<file path="src/rtl/fifo_read_ctrl_if.sv">
// Read-side FIFO bus: write pointer in, RAM read port, and the output VALID/READY stream.
// master = read controller, slave = write controller / RAM / consumer.
interface fifo_read_ctrl_if #(
   parameter int DW = 8,
   parameter int AW = 4
);
   logic [AW:0]   WPTR;
   logic [AW:0]   RPTR;
   logic          REN;
   logic [AW-1:0] RADDR;
   logic [DW-1:0] RDATA;
   logic [DW-1:0] DOUT;
   logic          DVALID;
   logic          DREADY;
   logic          EMPTY;
   logic          ALEMPTY;
   logic [AW+1:0] LEVEL;

   modport master (
      input  WPTR, RDATA, DREADY,
      output RPTR, REN, RADDR, DOUT, DVALID, EMPTY, ALEMPTY, LEVEL
   );

   modport slave (
      output WPTR, RDATA, DREADY,
      input  RPTR, REN, RADDR, DOUT, DVALID, EMPTY, ALEMPTY, LEVEL
   );
endinterface

</file>
<file path="src/rtl/fifo_read_ctrl.sv">
// Read controller for the single-clock FIFO: pointer compare, sync-RAM read issue
// and a 2-entry output buffer (head + skid) behind a VALID/READY handshake.
//
//  state | meaning
//  ------+-----------------------------------------------
//  S0    | buffer empty, DVALID low
//  S1    | head holds one word
//  S2    | head and skid slot both hold a word
module fifo_read_ctrl #(
   parameter int DW       = 8,
   parameter int AW       = 4,
   parameter int AE_LEVEL = 2
) (
   input  logic             CK,
   input  logic             CLRN,
   fifo_read_ctrl_if.master bus
);

   localparam int LW = AW + 2;
   localparam logic [LW-1:0] AE_THR = LW'(AE_LEVEL);

   typedef enum logic [1:0] {
      S0 = 2'd0,
      S1 = 2'd1,
      S2 = 2'd2
   } occ_e;

   occ_e          state_q, state_d;
   logic [AW:0]   rptr_q, rptr_d;
   logic          infl_q, infl_d;
   logic [DW-1:0] head_q, head_d;
   logic [DW-1:0] skid_q, skid_d;

   logic          dvalid;
   logic          pop;
   logic          cap;
   logic          ram_empty;
   logic          ren;
   logic [1:0]    occ;
   logic [2:0]    pend;
   logic [AW:0]   ramcnt;
   logic [LW-1:0] level;

   assign dvalid    = (state_q != S0);
   assign pop       = dvalid & bus.DREADY;
   assign cap       = infl_q;
   assign ram_empty = (bus.WPTR == rptr_q);

   always_ff @(posedge CK or negedge CLRN) begin
      if (!CLRN) begin
         state_q <= S0;
         rptr_q  <= '0;
         infl_q  <= 1'b0;
         head_q  <= '0;
         skid_q  <= '0;
      end else begin
         state_q <= state_d;
         rptr_q  <= rptr_d;
         infl_q  <= infl_d;
         head_q  <= head_d;
         skid_q  <= skid_d;
      end
   end

   // A capture in S2 cannot happen: the read-issue rule keeps OCC + INFL <= 2.
   always_comb begin
      state_d = state_q;
      case (state_q)
         S0: if (cap) state_d = S1;
         S1: begin
            if (cap && !pop)      state_d = S2;
            else if (pop && !cap) state_d = S0;
         end
         S2: if (pop) state_d = S1;
         default: state_d = S0;
      endcase
   end

   always_comb begin
      head_d = head_q;
      skid_d = skid_q;
      occ    = 2'd0;
      case (state_q)
         S0: begin
            occ = 2'd0;
            if (cap) head_d = bus.RDATA;
         end
         S1: begin
            occ = 2'd1;
            if (cap && pop) head_d = bus.RDATA;
            else if (cap)   skid_d = bus.RDATA;
         end
         S2: begin
            occ = 2'd2;
            if (pop) head_d = skid_q;
         end
         default: occ = 2'd0;
      endcase

      // Issue a read only if the word will still have a buffer slot when it lands.
      pend   = {1'b0, occ} + {2'b00, infl_q};
      ren    = !ram_empty && (pend < (3'd2 + {2'b00, pop}));
      rptr_d = ren ? rptr_q + 1'b1 : rptr_q;
      infl_d = ren;

      ramcnt = bus.WPTR - rptr_q;
      level  = {1'b0, ramcnt} + LW'(infl_q) + LW'(occ);
   end

   assign bus.RPTR    = rptr_q;
   assign bus.RADDR   = rptr_q[AW-1:0];
   assign bus.REN     = ren;
   assign bus.DOUT    = head_q;
   assign bus.DVALID  = dvalid;
   assign bus.LEVEL   = level;
   assign bus.EMPTY   = (level == '0);
   assign bus.ALEMPTY = (level <= AE_THR);

endmodule

</file>
<file path="src/flat_wrapper.sv">
// flat-port wrapper written by rule: the top's interface ports become plain ports
module fifo_read_ctrl_flat 
#(
   parameter int DW       = 8,
   parameter int AW       = 4,
   parameter int AE_LEVEL = 2
)
  (CK, CLRN, bus_WPTR, bus_RDATA, bus_DREADY, bus_RPTR, bus_REN, bus_RADDR, bus_DOUT, bus_DVALID, bus_EMPTY, bus_ALEMPTY, bus_LEVEL);
  fifo_read_ctrl_if #(.DW(DW), .AW(AW)) bus_i ();
  input  logic CK;
  input  logic CLRN;
  input wire logic [$bits(bus_i.WPTR)-1:0] bus_WPTR;
  input wire logic [$bits(bus_i.RDATA)-1:0] bus_RDATA;
  input wire logic [$bits(bus_i.DREADY)-1:0] bus_DREADY;
  output wire logic [$bits(bus_i.RPTR)-1:0] bus_RPTR;
  output wire logic [$bits(bus_i.REN)-1:0] bus_REN;
  output wire logic [$bits(bus_i.RADDR)-1:0] bus_RADDR;
  output wire logic [$bits(bus_i.DOUT)-1:0] bus_DOUT;
  output wire logic [$bits(bus_i.DVALID)-1:0] bus_DVALID;
  output wire logic [$bits(bus_i.EMPTY)-1:0] bus_EMPTY;
  output wire logic [$bits(bus_i.ALEMPTY)-1:0] bus_ALEMPTY;
  output wire logic [$bits(bus_i.LEVEL)-1:0] bus_LEVEL;
  assign bus_i.WPTR = bus_WPTR;
  assign bus_i.RDATA = bus_RDATA;
  assign bus_i.DREADY = bus_DREADY;
  assign bus_RPTR = bus_i.RPTR;
  assign bus_REN = bus_i.REN;
  assign bus_RADDR = bus_i.RADDR;
  assign bus_DOUT = bus_i.DOUT;
  assign bus_DVALID = bus_i.DVALID;
  assign bus_EMPTY = bus_i.EMPTY;
  assign bus_ALEMPTY = bus_i.ALEMPTY;
  assign bus_LEVEL = bus_i.LEVEL;
  fifo_read_ctrl #(.DW(DW), .AW(AW), .AE_LEVEL(AE_LEVEL)) u_core (.CK(CK), .CLRN(CLRN), .bus(bus_i));
endmodule
</file>
<file path="config.mk">
export PLATFORM = sky130hd
export DESIGN_NAME = fifo_read_ctrl_flat
export DESIGN_NICKNAME = d
export VERILOG_FILES = /design/src/rtl/fifo_read_ctrl_if.sv /design/src/rtl/fifo_read_ctrl.sv /design/src/flat_wrapper.sv
export SDC_FILE = /design/constraint.sdc
export NUM_CORES = 1
export LEC_CHECK = 0
export CAP_MARGIN = 20
export CORE_MARGIN = 2
export CORE_UTILIZATION = 50
export DETAILED_ROUTE_END_ITERATION = 10
export PLACE_DENSITY = 0.85
export SLEW_MARGIN = 20
export SYNTH_ARGS = -nofsm -noshare
export SYNTH_HDL_FRONTEND = slang
export SYNTH_SLANG_ARGS = --single-unit
</file>
<file path="constraint.sdc">
create_clock -name CK -period 5.8 [get_ports CK]
set_clock_uncertainty 0.1 [all_clocks]
set_input_delay 1.16 -clock CK [delete_from_list [all_inputs] [get_ports CK]]
set_output_delay 1.16 -clock CK [all_outputs]
set_load 0.03 [all_outputs]
</file>
======== After elaboration in Yosys (flattened, before gate mapping) ========
Cells that the tools add are included.
cells by class
  $add $sub $neg .......................... 6
  multiply operators ...................... 0
  divide/modulo/power cells ............... 0
  $lt $le $gt $ge ......................... 2
  eq/ne operators ......................... 7
  shifts and indexed selects .............. 0
  mux-type cells .......................... 10
  bitwise gates (word level) .............. 2
  reduce and logical (&&, ||, !) cells .... 14
operator list
  operator                                                        number
  two-way mux 8 bit                                               3
  case mux 8 bit (3 select lines)                                 1
  two-way mux 2 bit                                               4
  adder 5 x 1 -> 6 bit                                            1
  adder 6 x 2 -> 6 bit                                            1
  less-or-equal comparator 6 x 2 -> 1 bit, second input constant  1
  zero test 6 bit                                                 1
  != test 2 x 1 -> 1 bit, second input constant                   3
  case mux 2 bit (3 select lines)                                 1
  AND reduction 3 bit                                             2
  adder 5 x 1 -> 5 bit, second input constant                     1
  equality test 5 bit                                             1
  subtractor 5 bit                                                1
  logical AND 1 bit                                               4
  case mux 2 bit (2 select lines)                                 1
  AND reduction 4 bit                                             1
  adder 2 x 1 -> 3 bit                                            1
  adder 2 x 1 -> 3 bit, first input constant                      1
  zero test 1 bit                                                 3
  < comparator 3 bit                                              1
  != test 3 x 1 -> 1 bit, second input constant                   1
  nonzero test 3 bit                                              1
  equality test 2 x 1 -> 1 bit, second input constant             1
  equality test 2 bit, second input constant                      1
  4 further kinds                                                 4
storage, ports and cells
  register bits ........................... 24
  latch bits .............................. 0
  RAM bits ................................ 0
  bits in read-only memories .............. 0
  input bits .............................. 16
  output and inout port bits .............. 27
  word-level logic and storage cells ...... 46
  memories ................................ 0

======== Logic depth before layout (Yosys ltp) ========
Gate-level depths: netlist of the first run.
  depth in word-level cells ............... 6
  depth in mapped cells ................... 9

======== Least setup slack after synthesis of the first run ========
OpenSTA, ideal clock, no wires.
  kind .................................... input-to-output
  start point ............................. input port bus_WPTR[0]
  end point ............................... output port bus_ALEMPTY
  arrival ................................. 4,208 ps
  data required time ...................... 4,540 ps
  setup slack ............................. 332 ps
  stages on the path ...................... 8
  cells stage by stage .................... inv_1 > ha_1 > inv_1 > fa_1 > inv_1 > fa_1 > inv_1 > a2111oi_0
between the ends
  longest elaborated chain between the ends .. 4
ends and longest elaborated chain
  item                                     line                   RTL
  start: declaration                       flat_wrapper.sv:12     input wire logic [$bits(bus_i.WPTR)-1:0] bus_WPTR;
  subtractor 5 bit                         fifo_read_ctrl.sv:106  ramcnt = bus.WPTR - rptr_q;
  adder 5 x 1 -> 6 bit                     fifo_read_ctrl.sv:107  level = {1'b0, ramcnt} + LW'(infl_q) + LW'(occ);
  adder 6 x 2 -> 6 bit                     fifo_read_ctrl.sv:107
  net bus_LEVEL[1]                         flat_wrapper.sv:22     output wire logic [$bits(bus_i.LEVEL)-1:0] bus_LEVEL;
  less-or-equal comparator 6 x 2 -> 1 bit  fifo_read_ctrl.sv:117  assign bus.ALEMPTY = (level <= AE_THR);
  end: declaration                         flat_wrapper.sv:21     output wire logic [$bits(bus_i.ALEMPTY)-1:0] bus_ALEMPTY;
The timed path passes the listed nets, and every way through them passes these cells.

======== Worst setup path after layout of the first run ========
  start point ............................. input port bus_WPTR[0]
  end point ............................... output port bus_ALEMPTY
between the ends
  longest elaborated chain between the ends .. 4
ends and longest elaborated chain
  item                                     line
  subtractor 5 bit                         fifo_read_ctrl.sv:106
  adder 5 x 1 -> 6 bit                     fifo_read_ctrl.sv:107
  adder 6 x 2 -> 6 bit                     fifo_read_ctrl.sv:107
  less-or-equal comparator 6 x 2 -> 1 bit  fifo_read_ctrl.sv:117
No other way between the ends.

==> flow_summary.json, run 1 <==
{
  "finalSetupViolCount": 0,
  "crit_type": "in2out",
  "netlist.area_leader.share": 0.4110,
  "reg2reg_depth": 7,
  "first_iter_violations": 34,
  "pre_cts_slack_ns": 0.4027,
  "syn-num-nets": 176,
  "ctsResizeCount": 0,
  "hold_buffers": 0,
  "syn_to_final_growth_pct": 30.57,
  "die_x_microns": 58.06,
  "totalWireLength_microns": 3081,
  "grt_pass1_wl_microns": 5326,
  "n_antenna_cell": 0,
  "timing.fmax_ghz": 0.1853,
  "yosysUniqueCellTypes": 38,
  "crit_arrival_ns": 4.14,
  "cp.required_ns": 4.54,
  "num_vias": 1177,
  "ys_warn_count": 0,
  "final_common_cell": "clkdlybuf4s50_1",
  "dr.pass1.iters": 4,
  "worst_slew_pin_slew_ns": 0.6278,
  "die_y_microns": 58.06,
  "grt_util_all_layers": 0.2014,
  "synth_edf_count": 0,
  "synth_cells": 147,
  "final_cell_mix": "41 x clkdlybuf4s50_1, 24 x dfrtp_1, 16 x nand2_1",
  "start_kind": "input port",
  "endpoint": "bus_ALEMPTY",
  "whs_ns": 0.4329,
  "clk_path_buf_depth": 2,
  "avgRoutedWirePerCell_microns": 14.20,
  "grt_antenna_before_repair": 0,
  "rrSetupSlack_ns": 3.08,
  "final_hold_viol_count": 0,
  "synth_area_sq_um": 1461,
  "fillers": 227,
  "setup_slack_ns": 0.4043,
  "placed_area_sq_um": 1877,
  "relSlewSlack": 0.5814,
  "io_buffers": 42,
  "io_pins": 43,
  "cts_tree": "done",
  "drtAntennaViolNets": 0,
  "hpwl_microns": 2433,
  "cp_max_fo": 3,
  "gp_congestion": 0.8251,
  "period_share": 0.9303,
  "drive_above_1_share": 0.09677,
  "cts-htree-levels": 1,
  "min_period_ns": 5.396,
  "cts.sinks": 24,
  "syn_avg_cell_area_sq_um": 9.942,
  "setup_tns_ns": 0,
  "nNetsFinal": 216,
  "async_flop_share": 1.000,
  "drc": 0,
  "post_cts_buffers": 0,
  "viasPerCell": 5.424,
  "maxSlewViolCount": 0,
  "initial_core_util": 0.5299,
  "multi_input_area_sq_um": 772.0,
  "synth.area.top_cells": "dfrtp_1 41%, ha_1 8.6%, mux2_2 6.2%",
  "setup.worst_path.start": "bus_WPTR[0]",
  "design_area_sq_um": 1908,
  "dieArea_sq_um": 3371,
  "grt_setup_unrepaired": "false",
  "core_area_sq_um": 2758,
  "worst_r2r_endpoint": "u_core.bus.RPTR[1]",
  "overflow": 0,
  "yosysSeqAreaShare": 0.4110,
  "grt_pass1_vias": 1241,
  "row_count": 19,
  "clkTransAtPathRegs_ns": 0.13,
  "outcome": "complete, no violations",
  "synth_top_area_cell": "dfrtp_1",
  "ff_latch_area_sq_um": 600.6,
  "holdCritPathClass": "reg2reg",
  "reg2reg_from": "u_core.state_q[0]",
  "grt_max_degree": 25,
  "critical_path.endpoint_type": "primary output",
  "synth-seq-cells": 24,
  "cts_inserted_buffers": 3,
  "maxCapViolCount": 0,
  "clk_latency_ns": 0.32,
  "cts-root-buf": "clkbuf_4",
  "synth_ff_type": "dfrtp_1"
}
synth_stat cells (all sizes together), types with 2 or more instances:
library cell	n
nor2	14
buf	6
dfrtp	24
a21oi	6
mux2i	2
nor2b	3
xor2	6
nand2b	2
nand3	3
o21ai	2
mux2	9
nand3b	3
ha	10
xnor2	4
fa	3
nand2	17
nor3	2
a31oi	8
inv	11
area by class of cell:
type                            instances  area share
Clock buffer                            4     0.01902
Tap cell                               31     0.02033
Timing Repair Buffer                   42      0.2177
Multi-Input combinational cell        104      0.4046
Sequential cell                        24      0.3148
Inverter                               12     0.02361
critical path: stages:
cell and delay (ns):
clkdlybuf4s50_1 0.39, inv_1 0.06, ha_1 0.15, inv_1 0.05, fa_1 0.51, inv_1 0.07, fa_1 0.46, nor2_1 0.16
a21oi_1 0.09, a2111oi_0 0.28, clkdlybuf4s50_1 0.74
worst min-delay path by stage:
stage               slack, ns        startpoint  depth (start not counted)                to
floorplan                0.38  u_core.skid_q[0]                          1  u_core.skid_q[0]
global placement         0.39  u_core.skid_q[2]                          1  u_core.skid_q[2]
detailed placement       0.40  u_core.skid_q[0]                          1  u_core.skid_q[0]
CTS                      0.43  u_core.skid_q[0]                          1  u_core.skid_q[0]
global route             0.45  u_core.skid_q[0]                          1  u_core.skid_q[0]
finish                   0.43  u_core.skid_q[3]                          1  u_core.skid_q[3]
kinds of logic after synthesis:
family / synth area share
AO/OA/AOI/OAI: 0.08904
adder cells (fa/ha/maj): 0.1267
AND/OR/NAND/NOR: 0.1695
multiplexers: 0.08305
buffers and inverters: 0.06078
XOR/XNOR: 0.05993
flip-flops: 0.4110
stage by stage:
step,util,std cells
2_1_floorplan,-,147
3_3_place_gp,0.6806,213
3_5_place_dp,0.6806,213
4_1_cts,0.6937,217
5_1_grt,0.6919,217
6_report,0.6919,217
registers in the layout, indices dropped and copies added (netlist names):
register,cells
u_core.state_q,2
u_core.cap,1
u_core.bus.RPTR,5
u_core.bus.DOUT,8
u_core.skid_q,8
layer usage:
layer | vias to the layer above | global-route usage | wire length, microns
met5 | - | 0 | 0
met4 | 0 | 0.05316 | 40
met1 | 571 | 0.2382 | 1331
met2 | 27 | 0.3636 | 1563
met3 | 6 | 0.04911 | 146
li1 | 573 | - | -
Power of run 1 is left out: the tool's default activity adds up to more than one toggle a clock period on the data nets, which glitch-free logic cannot reach.
==> run 2, diff against run 1 <==
--- a/config.mk
+++ b/config.mk
@@ -5,6 +5,7 @@
 export SDC_FILE = /design/constraint.sdc
 export NUM_CORES = 1
 export LEC_CHECK = 0
+export ABC_CLOCK_PERIOD_IN_PS = 5800
 export CAP_MARGIN = 20
 export CORE_MARGIN = 2
 export CORE_UTILIZATION = 50
==> results of run 2 <==
Final layout, timing and power as in run 1 (identical DEF).
Power of run 2 is left out for the same reason.
